[src/rtl/nibble_serial_add_ctrl.sv]
// nibble_serial_add_ctrl: WIDTH-bit adder built from one 4-bit carry-lookahead
// adder, which is used once per clock, starting with the least-significant
// nibble.
// A Start pulse latches the operands. Busy is high while the nibbles are being
// added, and Done pulses for one cycle once S, Cout and Overflow are valid.
// Optional feature macro: NIBBLE_ADD_SUB_EN adds a Sub input that selects A-B.
//
// state | meaning
// IDLE  | waiting for Start
// RUN   | one nibble per clock through the shared CLA
// DONE  | one-cycle result-valid pulse; Start here begins the next op at once

// 4-bit carry-lookahead adder; carries come from generate/propagate terms.
module carry_lookahead_4bit (
  input  logic [3:0] a,
  input  logic [3:0] b,
  input  logic       cin,
  output logic [3:0] sum,
  output logic       cout
);

  logic [3:0] g;
  logic [3:0] p;
  logic [4:0] c;

  // Lookahead carries computed directly from g/p, so no carry ripples through.
  always_comb begin
    g    = a & b;
    p    = a ^ b;
    c[0] = cin;
    c[1] = g[0] | (p[0] & cin);
    c[2] = g[1] | (p[1] & g[0]) | (p[1] & p[0] & cin);
    c[3] = g[2] | (p[2] & g[1]) | (p[2] & p[1] & g[0]) | (p[2] & p[1] & p[0] & cin);
    c[4] = g[3] | (p[3] & g[2]) | (p[3] & p[2] & g[1]) | (p[3] & p[2] & p[1] & g[0])
         | (p[3] & p[2] & p[1] & p[0] & cin);
    sum  = p ^ c[3:0];
    cout = c[4];
  end

endmodule

module nibble_serial_add_ctrl #(
  parameter int WIDTH = 16
) (
  input  logic             Clk,
  input  logic             Rst_n,
  input  logic             Start,
  input  logic [WIDTH-1:0] A,
  input  logic [WIDTH-1:0] B,
  input  logic             Cin,
`ifdef NIBBLE_ADD_SUB_EN
  input  logic             Sub,
`endif
  output logic             Busy,
  output logic             Done,
  output logic [WIDTH-1:0] S,
  output logic             Cout,
  output logic             Overflow
);

  localparam int NIBBLES = WIDTH / 4;
  localparam int IDXW    = $clog2(NIBBLES);

  typedef enum logic [1:0] {IDLE, RUN, DONE} state_t;

  state_t           state;
  logic [WIDTH-1:0] a_reg;
  logic [WIDTH-1:0] b_reg;
  logic             carry;
  logic [IDXW-1:0]  idx;

  logic [WIDTH-1:0] b_load;
  logic             c_load;
  logic [3:0]       nib_a;
  logic [3:0]       nib_b;
  logic [3:0]       cla_sum;
  logic             cla_cout;
  logic             last_nib;
  logic             accept;

  // The stored addend is the effective one (already inverted for subtract), so
  // both the datapath and the overflow test see the operand the adder uses.
  always_comb begin
`ifdef NIBBLE_ADD_SUB_EN
    b_load = Sub ? ~B : B;
    c_load = Sub ? 1'b1 : Cin;
`else
    b_load = B;
    c_load = Cin;
`endif
  end

  // Select the current nibble for the shared adder, and decode when to finish
  // and when a new request is taken.
  always_comb begin
    nib_a    = a_reg[4*idx +: 4];
    nib_b    = b_reg[4*idx +: 4];
    last_nib = (idx == IDXW'(NIBBLES - 1));
    accept   = Start && ((state == IDLE) || (state == DONE));
  end

  carry_lookahead_4bit u_cla (
    .a    (nib_a),
    .b    (nib_b),
    .cin  (carry),
    .sum  (cla_sum),
    .cout (cla_cout)
  );

  // Sequencer, operand registers and registered result/status outputs.
  always_ff @(posedge Clk or negedge Rst_n) begin
    if (!Rst_n) begin
      state    <= IDLE;
      a_reg    <= '0;
      b_reg    <= '0;
      carry    <= 1'b0;
      idx      <= '0;
      S        <= '0;
      Cout     <= 1'b0;
      Overflow <= 1'b0;
      Busy     <= 1'b0;
      Done     <= 1'b0;
    end else begin
      case (state)
        IDLE, DONE: begin
          Done <= 1'b0;
          if (accept) begin
            a_reg <= A;
            b_reg <= b_load;
            carry <= c_load;
            idx   <= '0;
            Busy  <= 1'b1;
            state <= RUN;
          end else begin
            state <= IDLE;
          end
        end
        RUN: begin
          S[4*idx +: 4] <= cla_sum;
          carry         <= cla_cout;
          idx           <= idx + 1'b1;
          if (last_nib) begin
            Cout     <= cla_cout;
            Overflow <= (a_reg[WIDTH-1] == b_reg[WIDTH-1]) &&
                        (cla_sum[3] != a_reg[WIDTH-1]);
            Busy     <= 1'b0;
            Done     <= 1'b1;
            state    <= DONE;
          end
        end
        default: begin
          Busy  <= 1'b0;
          Done  <= 1'b0;
          state <= IDLE;
        end
      endcase
    end
  end

endmodule

[config.mk]
export PLATFORM = sky130hd
export DESIGN_NAME = nibble_serial_add_ctrl
export DESIGN_NICKNAME = d
export VERILOG_FILES = /design/src/rtl/nibble_serial_add_ctrl.sv
export SDC_FILE = /design/constraint.sdc
export NUM_CORES = 1
export LEC_CHECK = 0
export ABC_AREA = 1
export BUFFER_PORTS_ARGS = -buffer_cell sky130_fd_sc_hd__clkbuf_2
export CAP_MARGIN = 10
export CORE_AREA = 2 2 104 76
export CTS_CLUSTER_DIAMETER = 30
export DETAILED_ROUTE_END_ITERATION = 10
export DIE_AREA = 0 0 106 78
export PLACE_DENSITY_LB_ADDON = 0.2
export SLEW_MARGIN = 10
export SYNTH_ARGS = -nofsm -noshare
export SYNTH_HDL_FRONTEND = slang
export SYNTH_HIERARCHICAL = 1
export SYNTH_SLANG_ARGS = --single-unit
[constraint.sdc]
create_clock -name Clk -period 2.39 [get_ports Clk]
set_input_delay 0.1195 -clock Clk [delete_from_list [all_inputs] [get_ports Clk]]
set_output_delay 0.1195 -clock Clk [all_outputs]
set_load 0.005 [all_outputs]
; ---- Word-level counts from Yosys, hierarchy flattened
; Index checks and enable logic that the tools add are counted.
[totals]
out_inout_bits = 20
regBits = 57
inputBits = 36
wordCells = 75
[classes]
n_addsub = 2
shifts = 4
n_eq_ne = 7
mux = 13
bitwise = 29
n_reduce_logical = 10
[ops]
columns = operator, n
row1 = negator 4 -> 34 bit, 1
row2 = "variable shift 4 x 34 -> 16 bit, first input constant", 1
row3 = variable part select 4 x 34 -> 16 bit, 1
row4 = variable part select 16 x 5 -> 4 bit, 2
row5 = bitwise AND 1 bit, 16
row6 = bitwise mux 16 bit, 1
row7 = bitwise OR 1 bit, 10
row8 = case mux 2 bit (2 select lines), 2
row9 = AND reduction 2 bit, 4
row10 = XOR 4 bit, 2
row11 = two-way mux 1 bit, 6
row12 = bitwise AND 4 bit, 1
row13 = "equality test 2 bit, second input constant", 2
row14 = two-way mux 2 bit, 2
row15 = "inequality test 2 bit, second input constant", 2
row16 = case mux 1 bit (2 select lines), 2
row17 = "adder 2 x 1 -> 2 bit, second input constant", 1
row18 = "equality test 2 x 1 -> 1 bit, second input constant", 1
row19 = logical AND 1 bit, 2
row20 = zero test 2 bit, 1
row21 = nonzero test 2 bit, 1
row22 = OR reduction 2 bit, 1
row23 = equality test 1 bit, 1
row24 = logical OR 1 bit, 1
row25 = inequality test 1 bit, 1

; ---- Logic depth before layout (Yosys ltp)
[logic_depth]
ltp_word = 9
mapped_depth = 17
mapped_depth_nobuf = 17

; ---- By module
; Netlist, hierarchy kept.
[modules_own_cells]
columns = mod, n_inst, cells_per_inst, area_each_um2, seq_area_each_um2
row1 = nibble_serial_add_ctrl, 1, 326, 2636.3, 1401.3
row2 = carry_lookahead_4bit, 1, 31, 188.9, 0.0

; ---- Least setup slack after synthesis
; Ideal clock, no wire load.
[synth_path]
path_type = reg-to-reg
from = register idx[0]
to = register Overflow
setup_time_ns = 0.116
arrival_time_ns = 1.951
path_slack_ns = 0.323
path_stages_with_launch = 15
path_buffers = 1
t_required_ns = 2.274
period_less_slack_ns = 2.067
cell_sequence = dfrtp_1 inv_2 buf_2 o211ai_1 nand2_1 ha_1 or2_0 nand2_1 nand3_1 nand2_1 inv_1 nand3_1 nand2_1 nand2_1 nand2_1
[synth_via]
elab_chain_len = 9
elab_cells_between_ends = 17
cone_classes = 2 x eq/ne / 2 x shift / 11 x bitwise / 2 x reduce/logical
[synth_rtl]
columns = element, line
row1 = from (decl), 70  ; logic [IDXW-1:0] idx;
row2 = from (signal assigned), 141  ; idx <= idx + 1'b1;
row3 = variable part select 16 x 5 -> 4 bit *, 96  ; nib_a = a_reg[4*idx +: 4];
row4 = via nib_a[2], 74  ; logic [3:0] nib_a;
row5 = XOR 4 bit, 29  ; p = a ^ b;
row6 = bitwise AND 1 bit, 33  ; c[3] = g[2] | (p[2] & g[1]) | (p[2] & p[1] & g[0]) | (p[2] & p[1] & p[0] & cin);
row7 = bitwise OR 1 bit / bitwise AND 1 bit (equally long branches) (2 in series), 33
row8 = bitwise OR 1 bit *, 33
row9 = XOR 4 bit *, 36  ; sum = p ^ c[3:0];
row10 = via cla_sum[3], 76  ; logic [3:0] cla_sum;
row11 = inequality test 1 bit *, 145  ; (cla_sum[3] != a_reg[WIDTH-1]);
row12 = logical AND 1 bit *, 144  ; Overflow <= (a_reg[WIDTH-1] == b_reg[WIDTH-1]) &&
row13 = to (signal assigned), 144
row14 = to (decl), 58  ; output logic Overflow
; Mark *: on every way through the listed nets, which the timed path passes. The rest lies on a longest branch.
; A chain may end at the register's enable or synchronous reset.

; ---- Worst setup path after layout
[layout_path]
from = register idx[0]
to = register Overflow
[layout_via]
elab_chain_len = 9
elab_cells_between_ends = 17
cone_classes = 2 x eq/ne / 2 x shift / 11 x bitwise / 2 x reduce/logical
[layout_rtl]
columns = element, line
row1 = variable part select 16 x 5 -> 4 bit *, 96
row2 = via nib_a[1], 74
row3 = bitwise AND 4 bit / XOR 4 bit (equally long branches), "28, 29"
row4 = bitwise AND 1 bit, 33
row5 = bitwise OR 1 bit / bitwise AND 1 bit (equally long branches) (2 in series), 33
row6 = bitwise OR 1 bit *, 33
row7 = XOR 4 bit *, 36
row8 = via cla_sum[3], 76
row9 = inequality test 1 bit *, 145
row10 = logical AND 1 bit *, 144
; Marked as above.

==> flow_metrics.tcl <==
set metrics [dict create \
    fillers 739 \
    yosysMostFrequentCell "nand2_1" \
    synthesis.area_mm2 0.00283 \
    peakVddDrop_mv 0.550 \
    wl_per_cell_um 12.8 \
    initial_core_util 0.393 \
    grt_pass1_wl_um 11400 \
    vias 2434 \
    avgSynthCellArea_um2 7.91 \
    ys_seq_area_frac 0.496 \
    viasPerCell 4.78 \
    final_hold_viol_count 0 \
    gp_congestion 0.870 \
    design.core.area_mm2 0.00719 \
    ys_types 24 \
    die-area_mm2 0.00827 \
    cts.sinks 56 \
    comb_power_share 0.564 \
    grt_pass1_vias 2360 \
    root_buffer "clkbuf_8" \
    layout-drive-gt1-share 0.200 \
    synth_top_cell_by_area "dfrtp_1" \
    maxSlewHeadroom 0.530 \
    dr.pass1.iters 4 \
    hold_depth 3 \
    nets 456 \
    start_kind "flip-flop" \
    die_y_um 78 \
    post-route-period-util 0.896 \
    regArea_mm2 0.00140 \
    powerDensity_mw_per_mm2 1520 \
    synth_async_sr_flop_share 1.00 \
    worstMarginPinSlew_ps 705 \
    setup-violations-final 0 \
    status "complete, no violations" \
    p_total_uw 5030 \
    end_kind "flip-flop" \
    dpl.hpwl_um 4890 \
    antenna_found_initial 0 \
    slew_viol_final 0 \
    reg2reg_depth 15 \
    htreeDepth 2 \
    clock.fmax_mhz 467 \
    period_needed_ps 2140 \
    drt_iter0_markers 152 \
    ys_ff_latch 56 \
    track_usage 0.172 \
    synthToLayoutAreaGrowth_pct 17.0 \
    crit_fanout 15 \
    ios 56 \
    synth_commonest_cells "126 x nand2_1, 56 x dfrtp_1, 40 x nand3_1" \
    final_area_mm2 0.00330 \
    p_sw_uw 2400 \
    synthTopCellsByArea "dfrtp_1 50%, nand2_1 17%, nand3_1 7.1%" \
    path_clk_slew_ps 100 \
    yosys_warnings 6 \
    die_w_um 106 \
    antenna_left 0 \
    synth_top_area_share 0.496 \
    cp_data_required_time_ps 2600 \
    rows 26 \
    cts_made_buffers 5 \
    diodes 0 \
    critPathKind "reg -> reg" \
    cts_max_path_buffers 2 \
    cts_tree "built" \
    p_clk_frac 0.107 \
    finalSetupTns_ps 0 \
    grt_remaining_overflow 0 \
    grt_max_degree 30 \
    stdcell_count 509 \
    synth.net_count 403 \
    hold_class "in -> reg" \
    crit_arrival_ps 2350 \
    portBuffers 55 \
    multi_input_comb_area_mm2 0.00124 \
    dp.cells 500 \
    skew_ps 7.04 \
    p_sw_frac 0.477 \
    postPlaceCellArea_mm2 0.00318 \
    totalWireLength_um 6510 \
    clk_latency_ps 310 \
    drc 0 \
    grt_setup_unrepaired "false" \
    power_leakage_uw 0.00183 \
    postSynthCellCount 357 \
    maxCapViolCount 0 \
    p_int_uw 2630 \
    synth_ff_type "dfrtp_1" \
    sequentialPowerShare 0.330 \
    synth_edf_count 0 \
]
==> power by group through the flow <==
stage / Clock [uW] / Sequential, uW / Combinational [uW]
after detailed placement: 0 / 1670 / 2740
after global routing: 593 / 1720 / 3300
final: 538 / 1660 / 2840
after floorplan: 0 / 1570 / 2110
after global placement: 0 / 1670 / 2720
after CTS: 550 / 1650 / 2760
==> per-layer routing <==
metal | track usage | up-vias | wire length (um)
li1 | - | 1243 | -
met1 | 0.273 | 1128 | 3540
met2 | 0.234 | 54 | 2600
met3 | 0.0378 | 9 | 304
met4 | 0.0382 | 0 | 62
met5 | 0 | - | 0
==> logic make-up (layout without fill, tap and decap cells) <==
logic type | Yosys count | in the layout | synth area share
fa+ha+maj | 10 | 10 | 0.0469
buf+inv | 45 | 99 | 0.0704
xor+xnor | 1 | 1 | 0.00310
simple gates | 210 | 210 | 0.312
compound gates | 35 | 35 | 0.0713
flops | 56 | 56 | 0.496
==> metrics by stage <==
stage / utilization / hold slack, ps / setup slack [ps]
4_1_cts: 0.457 / 29.3 / 114
3_5_place_dp: 0.442 / 203 / 140
2_1_floorplan: - / -176 / 323
6_report: 0.460 / 33.9 / 249
3_3_place_gp: 0.442 / 205 / 170
5_1_grt: 0.460 / 35.8 / 13.7
==> worst paths after layout <==
path / start / end / slack [ps]
min in group asynchronous: Rst_n / a_reg[6]$_DFFE_PN0P_ / 410
max in group asynchronous: Rst_n / a_reg[0]$_DFFE_PN0P_ / 1310
worst min-delay path: A[14] / a_reg[14]$_DFFE_PN0P_ / 30
worst min register to register: b_reg[0]$_DFFE_PN0P_ / b_reg[0]$_DFFE_PN0P_ / 480
worst max-delay path: idx[0]$_DFFE_PN0P_ / Overflow$_DFFE_PN0P_ / 250
worst max register to register: idx[0]$_DFFE_PN0P_ / Overflow$_DFFE_PN0P_ / 250
==> worst max-delay path: stages, from the launching register on <==
cell,delay (ps)
dfrtp_1,440
buf_4,210
o21ai_1,180
nand2_1,80
ha_2,380
nand2_2,80
nand2_1,60
nand2_1,60
nand2_1,60
nand2_1,50
nand2_1,120
inv_1,110
nand3_1,80
nand2_1,50
nand2_1,50
nand2_1,50
==> layout by cell type (no fill, tap or decap) <==
cell type | synthesis | final
dfrtp_2 | 0 | 1
a21oi_1 | 9 | 9
o21ai_0 | 16 | 15
nand3_2 | 1 | 1
inv_6 | 0 | 1
clkbuf_2 | 0 | 55
xnor2_1 | 1 | 1
buf_4 | 2 | 6
dlygate4sd3_1 | 0 | 1
clkbuf_8 | 0 | 6
or2_0 | 1 | 1
fa_1 | 1 | 1
o22ai_1 | 1 | 1
ha_2 | 0 | 1
inv_4 | 1 | 1
ha_1 | 9 | 7
nand3_1 | 40 | 40
nand2_1 | 126 | 126
nand2_2 | 2 | 2
nor3_2 | 4 | 4
o21ai_1 | 0 | 1
nand4_1 | 2 | 2
nor2_1 | 34 | 34
o211ai_1 | 8 | 8
ha_4 | 0 | 1
dfrtp_1 | 56 | 55
a21bo_2 | 1 | 1
inv_1 | 27 | 27
clkinv_2 | 0 | 2
==> what timing repair did <==
action	CTS	global route
gates resized for setup	0	7
hold buffers	1	0
buffers inserted	0	0
hold endpoints to repair	27	0
setup endpoints to repair	0	10
==> layout make-up <==
class,instances,share of cell area
clock inverters,2,0.00303
inverters,29,0.0352
flip-flops and latches,56,0.424
clock buffers,6,0.0250
well taps,98,0.0371
multi-input cells,256,0.375
repair buffers,62,0.100
(Power assumes the default switching activity.)
